## src/rtl/accum_8bit_pkg.sv

```systemverilog
// rtl/accum_8bit_pkg.sv - opcodes and FSM state encoding for the 8-bit accumulator stage
package accum_8bit_pkg;

  localparam logic [1:0] OP_ADD  = 2'b00;
  localparam logic [1:0] OP_ADC  = 2'b01;
  localparam logic [1:0] OP_SUB  = 2'b10;
  localparam logic [1:0] OP_LOAD = 2'b11;

  typedef enum logic [1:0] {
    ST_IDLE = 2'd0,
    ST_EXEC = 2'd1,
    ST_RESP = 2'd2
  } state_t;

endpackage

```

## src/rtl/accum_8bit_adder.sv

```systemverilog
// rtl/accum_8bit_adder.sv - 8-bit ripple-carry adder used by the accumulator stage
module fullAdder8bit (
  input  logic [7:0] a,
  input  logic [7:0] b,
  input  logic       cin,
  output logic [7:0] sum,
  output logic       co
);

  logic [8:0] c;

  always_comb begin
    c   = '0;
    sum = '0;
    c[0] = cin;
    for (int i = 0; i < 8; i++) begin
      sum[i]   = a[i] ^ b[i] ^ c[i];
      c[i + 1] = (a[i] & b[i]) | (c[i] & (a[i] ^ b[i]));
    end
    co = c[8];
  end

endmodule

```

## src/rtl/accum_8bit.sv

```systemverilog
// rtl/accum_8bit.sv - accumulator stage: accept op, add into acc through the ripple adder, present result
module accum_8bit
  import accum_8bit_pkg::*;
#(
  parameter int         COUNT_W  = 4,
  parameter logic [7:0] ACC_INIT = 8'h00
) (
  input  logic               clk,
  input  logic               reset,
  input  logic               in_valid,
  output logic               in_ready,
  input  logic [1:0]         op,
  input  logic [7:0]         din,
  output logic               out_valid,
  input  logic               out_ready,
  output logic [7:0]         acc,
  output logic               carry,
  output logic               ovf,
  output logic [COUNT_W-1:0] count
);

  state_t               state_q, state_d;
  logic [1:0]           op_q, op_d;
  logic [7:0]           din_q, din_d;
  logic [7:0]           acc_q, acc_d;
  logic                 carry_q, carry_d;
  logic                 ovf_q, ovf_d;
  logic [COUNT_W-1:0]   count_q, count_d;

  logic [7:0]           bop;
  logic                 cin;
  logic [7:0]           sum;
  logic                 co;

  // SUB is acc + ~din + 1, so carry-out reads as "no borrow"
  always_comb begin
    bop = din_q;
    cin = 1'b0;
    case (op_q)
      OP_ADC:  cin = carry_q;
      OP_SUB: begin
        bop = ~din_q;
        cin = 1'b1;
      end
      default: ;
    endcase
  end

  fullAdder8bit u_adder (
    .a   (acc_q),
    .b   (bop),
    .cin (cin),
    .sum (sum),
    .co  (co)
  );

  always_comb begin
    state_d = state_q;
    op_d    = op_q;
    din_d   = din_q;
    acc_d   = acc_q;
    carry_d = carry_q;
    ovf_d   = ovf_q;
    count_d = count_q;
    case (state_q)
      ST_IDLE: begin
        if (in_valid) begin
          op_d    = op;
          din_d   = din;
          state_d = ST_EXEC;
        end
      end
      ST_EXEC: begin
        count_d = count_q + COUNT_W'(1);
        state_d = ST_RESP;
        if (op_q == OP_LOAD) begin
          acc_d   = din_q;
          carry_d = 1'b0;
          ovf_d   = 1'b0;
        end else begin
          acc_d   = sum;
          carry_d = co;
          ovf_d   = (acc_q[7] == bop[7]) && (sum[7] != acc_q[7]);
        end
      end
      ST_RESP: begin
        if (out_ready) state_d = ST_IDLE;
      end
      default: state_d = ST_IDLE;
    endcase
  end

  always_ff @(posedge clk) begin
    if (reset) begin
      state_q <= ST_IDLE;
      op_q    <= OP_ADD;
      din_q   <= 8'h00;
      acc_q   <= ACC_INIT;
      carry_q <= 1'b0;
      ovf_q   <= 1'b0;
      count_q <= '0;
    end else begin
      state_q <= state_d;
      op_q    <= op_d;
      din_q   <= din_d;
      acc_q   <= acc_d;
      carry_q <= carry_d;
      ovf_q   <= ovf_d;
      count_q <= count_d;
    end
  end

  assign in_ready  = (state_q == ST_IDLE) && !reset;
  assign out_valid = (state_q == ST_RESP);
  assign acc       = acc_q;
  assign carry     = carry_q;
  assign ovf       = ovf_q;
  assign count     = count_q;

endmodule
```

## config.mk

```make
export PLATFORM = sky130hd
export DESIGN_NAME = accum_8bit
export DESIGN_NICKNAME = d
export VERILOG_FILES = /design/src/rtl/accum_8bit_pkg.sv /design/src/rtl/accum_8bit_adder.sv /design/src/rtl/accum_8bit.sv
export SDC_FILE = /design/constraint.sdc
export NUM_CORES = 1
export LEC_CHECK = 0
export BUFFER_PORTS_ARGS = -buffer_cell sky130_fd_sc_hd__buf_2
export CORE_MARGIN = 3
export CORE_UTILIZATION = 45
export DETAILED_ROUTE_END_ITERATION = 10
export PLACE_DENSITY_LB_ADDON = 0.3
export SYNTH_ARGS = -nofsm -noshare
export SYNTH_HDL_FRONTEND = slang
export SYNTH_HIERARCHICAL = 1
export SYNTH_SLANG_ARGS = --single-unit
```

## constraint.sdc

```tcl
create_clock -name clk -period 5.9 [get_ports clk]
set_input_delay 1.18 -clock clk [delete_from_list [all_inputs] [get_ports clk]]
set_output_delay 1.18 -clock clk [all_outputs]
set_load 0.005 [all_outputs]
```

# Word level (Yosys, flattened, before mapping)
# Cells that the tools add are included.
# op_classes
add_sub_neg,1
mul,0
n_div,0
order_cmp,0
eq_ne,9
shift,0
mux,8
bitwise_logic,41
reduce_logical,6
# op_table
cell,n
$and A1 B1 Y1,16
$mux W8,2
$xor A1 B1 Y1,16
$not A8 Y8,1
$or A1 B1 Y1,8
$eq A2 B2 Y1 const B,3
$pmux W2 S3,1
$add A4 B1 Y4 const B,1
$eq A2 B1 Y1 const B,2
$mux W2,2
$reduce_and A2 Y1,2
$logic_and A1 B1 Y1,2
$logic_not A2 Y1,1
$mux W1,2
$ne A2 B1 Y1 const B,1
$ne A2 B2 Y1 const B,1
$pmux W1 S2,1
$eq A1 B1 Y1,1
$logic_not A1 Y1,1
$ne A1 B1 Y1,1
# word_totals
regBits,26
latch_bits,0
ram_bits,0
romBits,0
in_bits,14
out_inout_bits,16
wordCells,72
n_memories,0

# Longest topological paths before layout
# Gate-level depths: netlist of run 1.
# logic_depth
depth_word,21
depth_mapped,20
mapped_depth_nobuf,19

# Modules after synthesis
# The synthesis of run 1 kept the hierarchy.
# modules_own_cells
mod,instances,cells_per_inst,area_per_inst_um2,seq_area_each_um2
accum_8bit,1,122,1209.9,520.5
fullAdder8bit,1,18,197.7,0.0

# Least setup slack after synthesis of run 1
# No wires, ideal clock.
# synth_path
path_type,register -> register
from,reg op_q[0]
to,"reg ovf_q, in the netlist ovf"
setup_ns,0.096
t_arrival_ns,4.304
t_required_ns,5.804
setup_slack_ns,1.501
stages_incl_launch_ff,20
n_path_buf,1
synth_period_minus_slack_ns,4.399
cell_sequence,dfxtp_1 > inv_1 > ha_1 > buf_4 > xor2_1 > fa_1 > inv_1 > fa_1 > inv_1 > fa_1 > fa_1 > fa_1 > fa_1 > fa_1 > inv_1 > fa_1 > inv_1 > nor2b_1 > mux2i_1 > o41ai_2
# synth_via
elab_chain_cells,21
word_cells_on_any_way,39
classes_between,5 x eq/ne; 3 x mux; 30 x bitwise; 1 x reduce/logical
# synth_lines
item,line_no,source
"start, declared",accum_8bit.sv:23,"logic [1:0] op_q, op_d;"
"start signal, assigned",accum_8bit.sv:104,op_q <= op_d;
$eq A2 B2 Y1 (*),accum_8bit.sv:39,case (op_q)
$mux W8 (*),accum_8bit.sv:39,
net bop[0],accum_8bit.sv:30,logic [7:0] bop;
$xor A1 B1 Y1,accum_8bit_adder.sv:18,c[i + 1] = (a[i] & b[i]) | (c[i] & (a[i] ^ b[i]));
$and A1 B1 Y1,accum_8bit_adder.sv:18,
$or A1 B1 Y1 (*),accum_8bit_adder.sv:18,
$and A1 B1 Y1 (*),accum_8bit_adder.sv:18,
$or A1 B1 Y1 (*),accum_8bit_adder.sv:18,
(+7 left out),-,
$or A1 B1 Y1 (*),accum_8bit_adder.sv:18,
$and A1 B1 Y1 (*),accum_8bit_adder.sv:18,
$or A1 B1 Y1 (*),accum_8bit_adder.sv:18,
$xor A1 B1 Y1 (*),accum_8bit_adder.sv:17,sum[i] = a[i] ^ b[i] ^ c[i];
net sum[7],accum_8bit.sv:32,logic [7:0] sum;
$ne A1 B1 Y1 (*),accum_8bit.sv:83,ovf_d = (acc_q[7] == bop[7]) && (sum[7] != acc_q[7]);
$logic_and A1 B1 Y1 (*),accum_8bit.sv:83,
$mux W1 (*),accum_8bit.sv:76,if (op_q == OP_LOAD) begin
"end signal, assigned",accum_8bit.sv:108,ovf_q <= ovf_d;
"end, declared",accum_8bit.sv:27,"logic ovf_q, ovf_d;"
# Mark *: on every way through the listed nets, which the timed path passes. The rest lies on a longest branch.
# A chain may end at the register's enable or synchronous reset.

# Worst setup path in the final report of run 1
# layout_path
from,reg op_q[1]
to,"reg ovf_q, in the netlist ovf"
# Same word-level chain as after synthesis.

==> results of run 1 <==
-- layer usage --
| layer | global-route usage [%] | wire length (µm) |
|---|---|---|
| met5 | 0 | 0 |
| met4 | 3.94 | 35 |
| met3 | 4.55 | 146 |
| met2 | 23.8 | 1180 |
| met1 | 18.9 | 1170 |
-- metrics by stage --
step / instances / power [µW] / hold WS, ns / utilization [%] / worst slack, ns
after CTS: 208 / 373 / 0.495 / 55.8 / 1.06
final: 208 / 366 / 0.494 / 55.8 / 1.10
after detailed placement: 204 / 283 / 0.476 / 54.5 / 1.12
after global placement: 204 / 279 / 0.462 / 54.5 / 1.28
after global routing: 208 / 394 / 0.518 / 55.8 / 0.856
after floorplan: 140 / 261 / 0.470 / - / 1.50
-- logic make-up after synthesis --
group | after synthesis
buffers and inverters | 20
adders and majority gates | 12
DFF | 26
and+or+nand+nor | 38
muxes | 19
AOI/OAI and AO/OA | 15
xor gates and xnor gates | 10
-- sequential cells by signal, indices dropped and copies added, names as in the netlist --
name     flops
acc          8
state_q      2
op_q         2
din_q        8
ovf          1
count        4
carry        1
-- final timing paths --
check | endpoint | slack, ns | depth (start not counted)
worst max register to register | ovf | 1.10 | 17
worst min register to register | carry | 0.49 | 2
worst max-delay path | ovf | 1.10 | 17
worst min-delay path | carry | 0.49 | 2
-- power by group --
group	switching (µW)	total, µW	internal, µW
Sequential	11.9	199	187
Clock	50.7	88.4	37.7
Combinational	41.4	79.2	37.8
-- Yosys cell counts (all sizes together) (2+ instances only) --
cell type and instances:
dfxtp 26, nor2 21, mux2i 19, inv 12, xor2 9, a211oi 8, fa 8, a21oi 5
buf 4, clkbuf 4, ha 4, nor2b 4, nand2 3, nand3b 3, nand2b 2
-- worst reg2reg max path: cells and delay by family, from the launching register on --
family	cells	cell delay, ns
buf+inv	4	0.28
mux	1	0.09
fa+ha+maj	9	3.43
flops	1	0.42
xor+xnor	1	0.17
compound gates	1	0.20
simple gates	1	0.13
-- final cells by class --
| class | count | area [µm²] |
|---|---|---|
| fillers | 272 | 1270 |
| multi-input cells | 94 | 797 |
| flip-flops and latches | 26 | 520 |
| repair buffers | 30 | 153 |
| well taps | 42 | 52.6 |
| inverters | 12 | 45.0 |
| clock buffers | 4 | 36.3 |
==> impl_metrics.env, run 1 <==
export IMPL_rows=19
export IMPL_synth_edf_count=0
export IMPL_synthAdderAreaFrac_pct=14.9
export IMPL_r2r_start="op_q[1]"
export IMPL_place_gp_congestion=0.704
export IMPL_dpl_instance_area_um2=1570
export IMPL_port_buffers=29
export IMPL_nets=193
export IMPL_synth_top_family_by_area="adder cells"
export IMPL_syn_area_um2=1410
export IMPL_drt_pass1_iter_count=4
export IMPL_wirelength_mm=2.53
export IMPL_max_stage_delay_ns=0.52
export IMPL_setup_viol=0
export IMPL_fin_skew_ns=0.00291
export IMPL_rsz0062_at_grt="no"
export IMPL_antenna_found_initial=0
export IMPL_clock_sinks=26
export IMPL_cp_max_fo=9
export IMPL_yosysWarningCount=6
export IMPL_ios=30
export IMPL_ys_ff_latch=26
export IMPL_crit_chain="ha_1, xor2_1, fa_1, inv_1, fa_1, inv_1, fa_1, fa_1, fa_1, fa_1, fa_1, inv_1, fa_1, inv_1, nor2b_1, mux2i_1, o41ai_2"
export IMPL_final_hold_viol_count=0
export IMPL_cts_setup_buffers=0
export IMPL_maxSlewViolCount=0
export IMPL_cts_buffer_depth=2
export IMPL_ys_seq_area_share_pct=37.0
export IMPL_max_freq_mhz=208
export IMPL_drt_initial_drc_count=41
export IMPL_synth_xor_area_share_pct=6.76
export IMPL_synth_ff_type="dfxtp_1"
export IMPL_drc=0
export IMPL_antenna_cells=0
export IMPL_initial_core_util_pct=48.9
export IMPL_ir_drop_uv=171
export IMPL_dp_hpwl_mm=1.89
export IMPL_start_kind="register"
export IMPL_core_area_um2=2880
export IMPL_critPathLaunch="op_q[1]"
export IMPL_ys_types=29
export IMPL_tightest_slew_ns=1.10
export IMPL_critPathBufInv=4
export IMPL_worstHoldStart="carry"
export IMPL_overflow=0
export IMPL_finalCriticalPeriod_ns=4.80
export IMPL_leakagePower_uw=0.000741
export IMPL_area_delta_synth_final_pct=14.0
export IMPL_ant_nets=0
export IMPL_clk_pin_slew_ns=0.13
export IMPL_grt_max_degree=28
export IMPL_synth_top_area_cell="dfxtp_1"
export IMPL_crit_top_cell="fa_1"
export IMPL_dieHeight_um=61.9
export IMPL_tritoncts="yes"
export IMPL_synthSimpleGateAreaFrac_pct=13.2
export IMPL_fp_dieW_um=61.9
export IMPL_synthArstFlopShare_pct=0
export IMPL_dieArea_um2=3840
export IMPL_critPathKind="register to register"
export IMPL_final_common_cell="buf_2"
export IMPL_fin_area_um2=1600
export IMPL_run_status="complete, no violations"
export IMPL_netlist_area_leader_share_pct=37.0
export IMPL_muxShareOfSynthArea_pct=13.5
export IMPL_fin_crit_sh_pct=81.4
export IMPL_grt_pass1_wl_mm=4.17
export IMPL_synthTopCellsByArea="dfxtp_1 37%, mux2i_1 14%, fa_1 11%"
export IMPL_drive_gt1_share_pct=24.1
export IMPL_htree_levels=1
export IMPL_worstSetupEndpointType="register"
export IMPL_viasPerCell=4.89
export IMPL_slowest_stage="ha_1"
export IMPL_syn_num_nets=166
export IMPL_timing_max_slew_rel_slack_pct=26.4
export IMPL_root_buffer="clkbuf_4"
export IMPL_vias=1018
export IMPL_synth_cells=140
export IMPL_arrival_ns=5.03
export IMPL_required_ns=6.13
export IMPL_cts_made_buffers=3
export IMPL_setup_tns_ns=0
export IMPL_ctsResizeCount=0
export IMPL_final_cell_mix="29 x buf_2, 26 x dfxtp_1, 21 x nor2_1"
export IMPL_insertion_delay_ns=0.31
export IMPL_syn_avg_cell_area_um2=10.1
export IMPL_grtUsageTotal_pct=14.6
export IMPL_hp_class="register to register"
export IMPL_wl_per_cell_um=12.2
export IMPL_powerDensity_nw_per_um2=228
export IMPL_crit_family="adder cells"
export IMPL_timing_max_cap_violations=0
export IMPL_grt_pass1_vias=944
export IMPL_postCtsHoldBufs=0
export IMPL_synth_compound_area_share_pct=7.82
(Power assumes the default switching activity.)
==> inputs of run 2 (changes only) <==
clock period = 3.95 ns   (was 5.9 ns; I/O delays follow)
==> run 2 against run 1 <==
The flow now finishes with violations (negative setup slack). Clock-buffer cell count shrank 1. Die area is the same. Register-to-register slack lost 1.3 ns. Via count grew 2.8%. Combinational power grew 81%. Design area grew 6.9%. Sequential share of layout area shrank 1.6 points. Largest cell class unchanged.
==> impl_metrics.env, run 2 (synthesized netlist as in run 1, its figures left out) <==
export IMPL_reg2reg_slack_ns=-0.23
export IMPL_wl_per_cell_um=13.7
export IMPL_core_area_um2=2880
export IMPL_vias=1046
export IMPL_place_gp_congestion=0.780
export IMPL_htree_levels=1
export IMPL_initial_core_util_pct=48.9
export IMPL_dieHeight_um=61.9
export IMPL_insertion_delay_ns=0.32
export IMPL_max_freq_mhz=239
export IMPL_maxSlewViolCount=0
export IMPL_fin_skew_ns=0.00266
export IMPL_grt_pass1_wl_mm=4.74
export IMPL_grt_pass1_vias=1040
export IMPL_ir_drop_uv=221
export IMPL_grt_max_degree=28
export IMPL_leakagePower_uw=0.000755
export IMPL_tightest_slew_ns=1.12
export IMPL_clk_pin_slew_ns=0.14
export IMPL_fin_area_um2=1710
export IMPL_cts_made_buffers=3
export IMPL_area_delta_synth_final_pct=21.8
export IMPL_ant_nets=0
export IMPL_fin_crit_sh_pct=106
export IMPL_crit_path_end="ovf"
export IMPL_drive_gt1_share_pct=38.8
export IMPL_r2r_start="op_q[0]"
export IMPL_nets=198
export IMPL_timing_max_cap_violations=0
export IMPL_tritoncts="yes"
export IMPL_ios=30
export IMPL_clock_sinks=26
export IMPL_required_ns=4.19
export IMPL_powerDensity_nw_per_um2=323
export IMPL_worstRegToRegCells=18
export IMPL_critPathKind="register to register"
export IMPL_dp_hpwl_mm=2.08
export IMPL_critPathLaunch="op_q[0]"
export IMPL_fp_dieW_um=61.9
export IMPL_dieArea_um2=3840
export IMPL_antenna_found_initial=0
export IMPL_grtUsageTotal_pct=16.9
export IMPL_root_buffer="clkbuf_4"
export IMPL_setup_tns_ns=-0.344
export IMPL_timing_max_slew_rel_slack_pct=25.0
export IMPL_violations="negative setup slack"
export IMPL_start_kind="register"
export IMPL_antenna_cells=0
export IMPL_finalCriticalPeriod_ns=4.18
export IMPL_drc=0
export IMPL_cts_buffer_depth=2
export IMPL_worstSetupEndpointType="register"
export IMPL_final_common_cell="buf_2"
export IMPL_dpl_instance_area_um2=1620
export IMPL_arrival_ns=4.41
export IMPL_final_hold_viol_count=0
export IMPL_drt_initial_drc_count=29
export IMPL_hp_class="register to register"
export IMPL_rsz0062_at_grt="yes"
export IMPL_viasPerCell=4.93
export IMPL_rows=19
export IMPL_setup_viol=2
export IMPL_power_total_uw=554
export IMPL_run_status="finished, violations left"
export IMPL_overflow=0
export IMPL_wirelength_mm=2.90
export IMPL_rr_endpoint="ovf"
export IMPL_port_buffers=29
export IMPL_final_cell_mix="29 x buf_2, 24 x dfxtp_1, 20 x nor2_1"
export IMPL_setup_ws_ns=-0.228
export IMPL_cp_max_fo=3
export IMPL_drt_pass1_iter_count=4
## run 2: report_power, final
part	switching [µW]	total, µW	internal, µW
clock	76.5	112	35.7
combinational	72.0	143	70.6
sequential	20.1	299	279
## run 2: final cells by class
type / count / area [µm²]
timing repair buffer: 35 / 190
inverter: 12 / 47.5
multi-input combinational: 94 / 873
clock buffer: 3 / 22.5
tap: 42 / 52.6
fill: 256 / 1160
sequential: 26 / 528
## run 2: routing by layer
metal  share of wire (%)  up-vias  global-route usage, %
li1                    -      517                      -
met1                  43      508                   20.6
met2                  52       19                   29.6
met3                 4.0        2                   5.17
met4                0.79        0                   3.33
met5                   0        -                      0
## run 2: worst min path at each step
stage / startpoint / to / cells past startpoint
floorplan: carry / carry / 2
global placement: count[3] / count[3] / 2
detailed placement: count[3] / count[3] / 2
CTS: count[3] / count[3] / 2
global route: count[1] / count[1] / 2
finish: count[3] / count[3] / 2
## run 2: what timing repair did
action	in CTS	in global routing
pin swaps	1	1
endpoints found under the setup margin	2	2
buffers inserted	1	0
gates resized for setup	10	7
hold buffers	0	0
## run 2: metrics by stage
stage	util [%]	hold slack, ns	instances	worst slack (ns)
floorplan	-	0.470	140	-0.129
global placement	56.5	0.464	208	-0.0853
detailed placement	56.5	0.480	208	-0.221
CTS	58.3	0.499	212	-0.194
global route	59.6	0.542	212	-0.328
finish	59.6	0.498	212	-0.228
## run 2: worst max-delay path, stage by stage, from the launching register on
cell,delay (ns)
dfxtp_4,0.40
inv_4,0.04
ha_4,0.17
xor2_2,0.15
fa_2,0.36
inv_2,0.06
fa_2,0.18
inv_2,0.04
fa_2,0.33
fa_2,0.35
fa_2,0.35
fa_2,0.36
fa_2,0.35
inv_2,0.07
fa_1,0.42
inv_2,0.08
nor2b_4,0.12
mux2i_1,0.07
o41ai_2,0.18
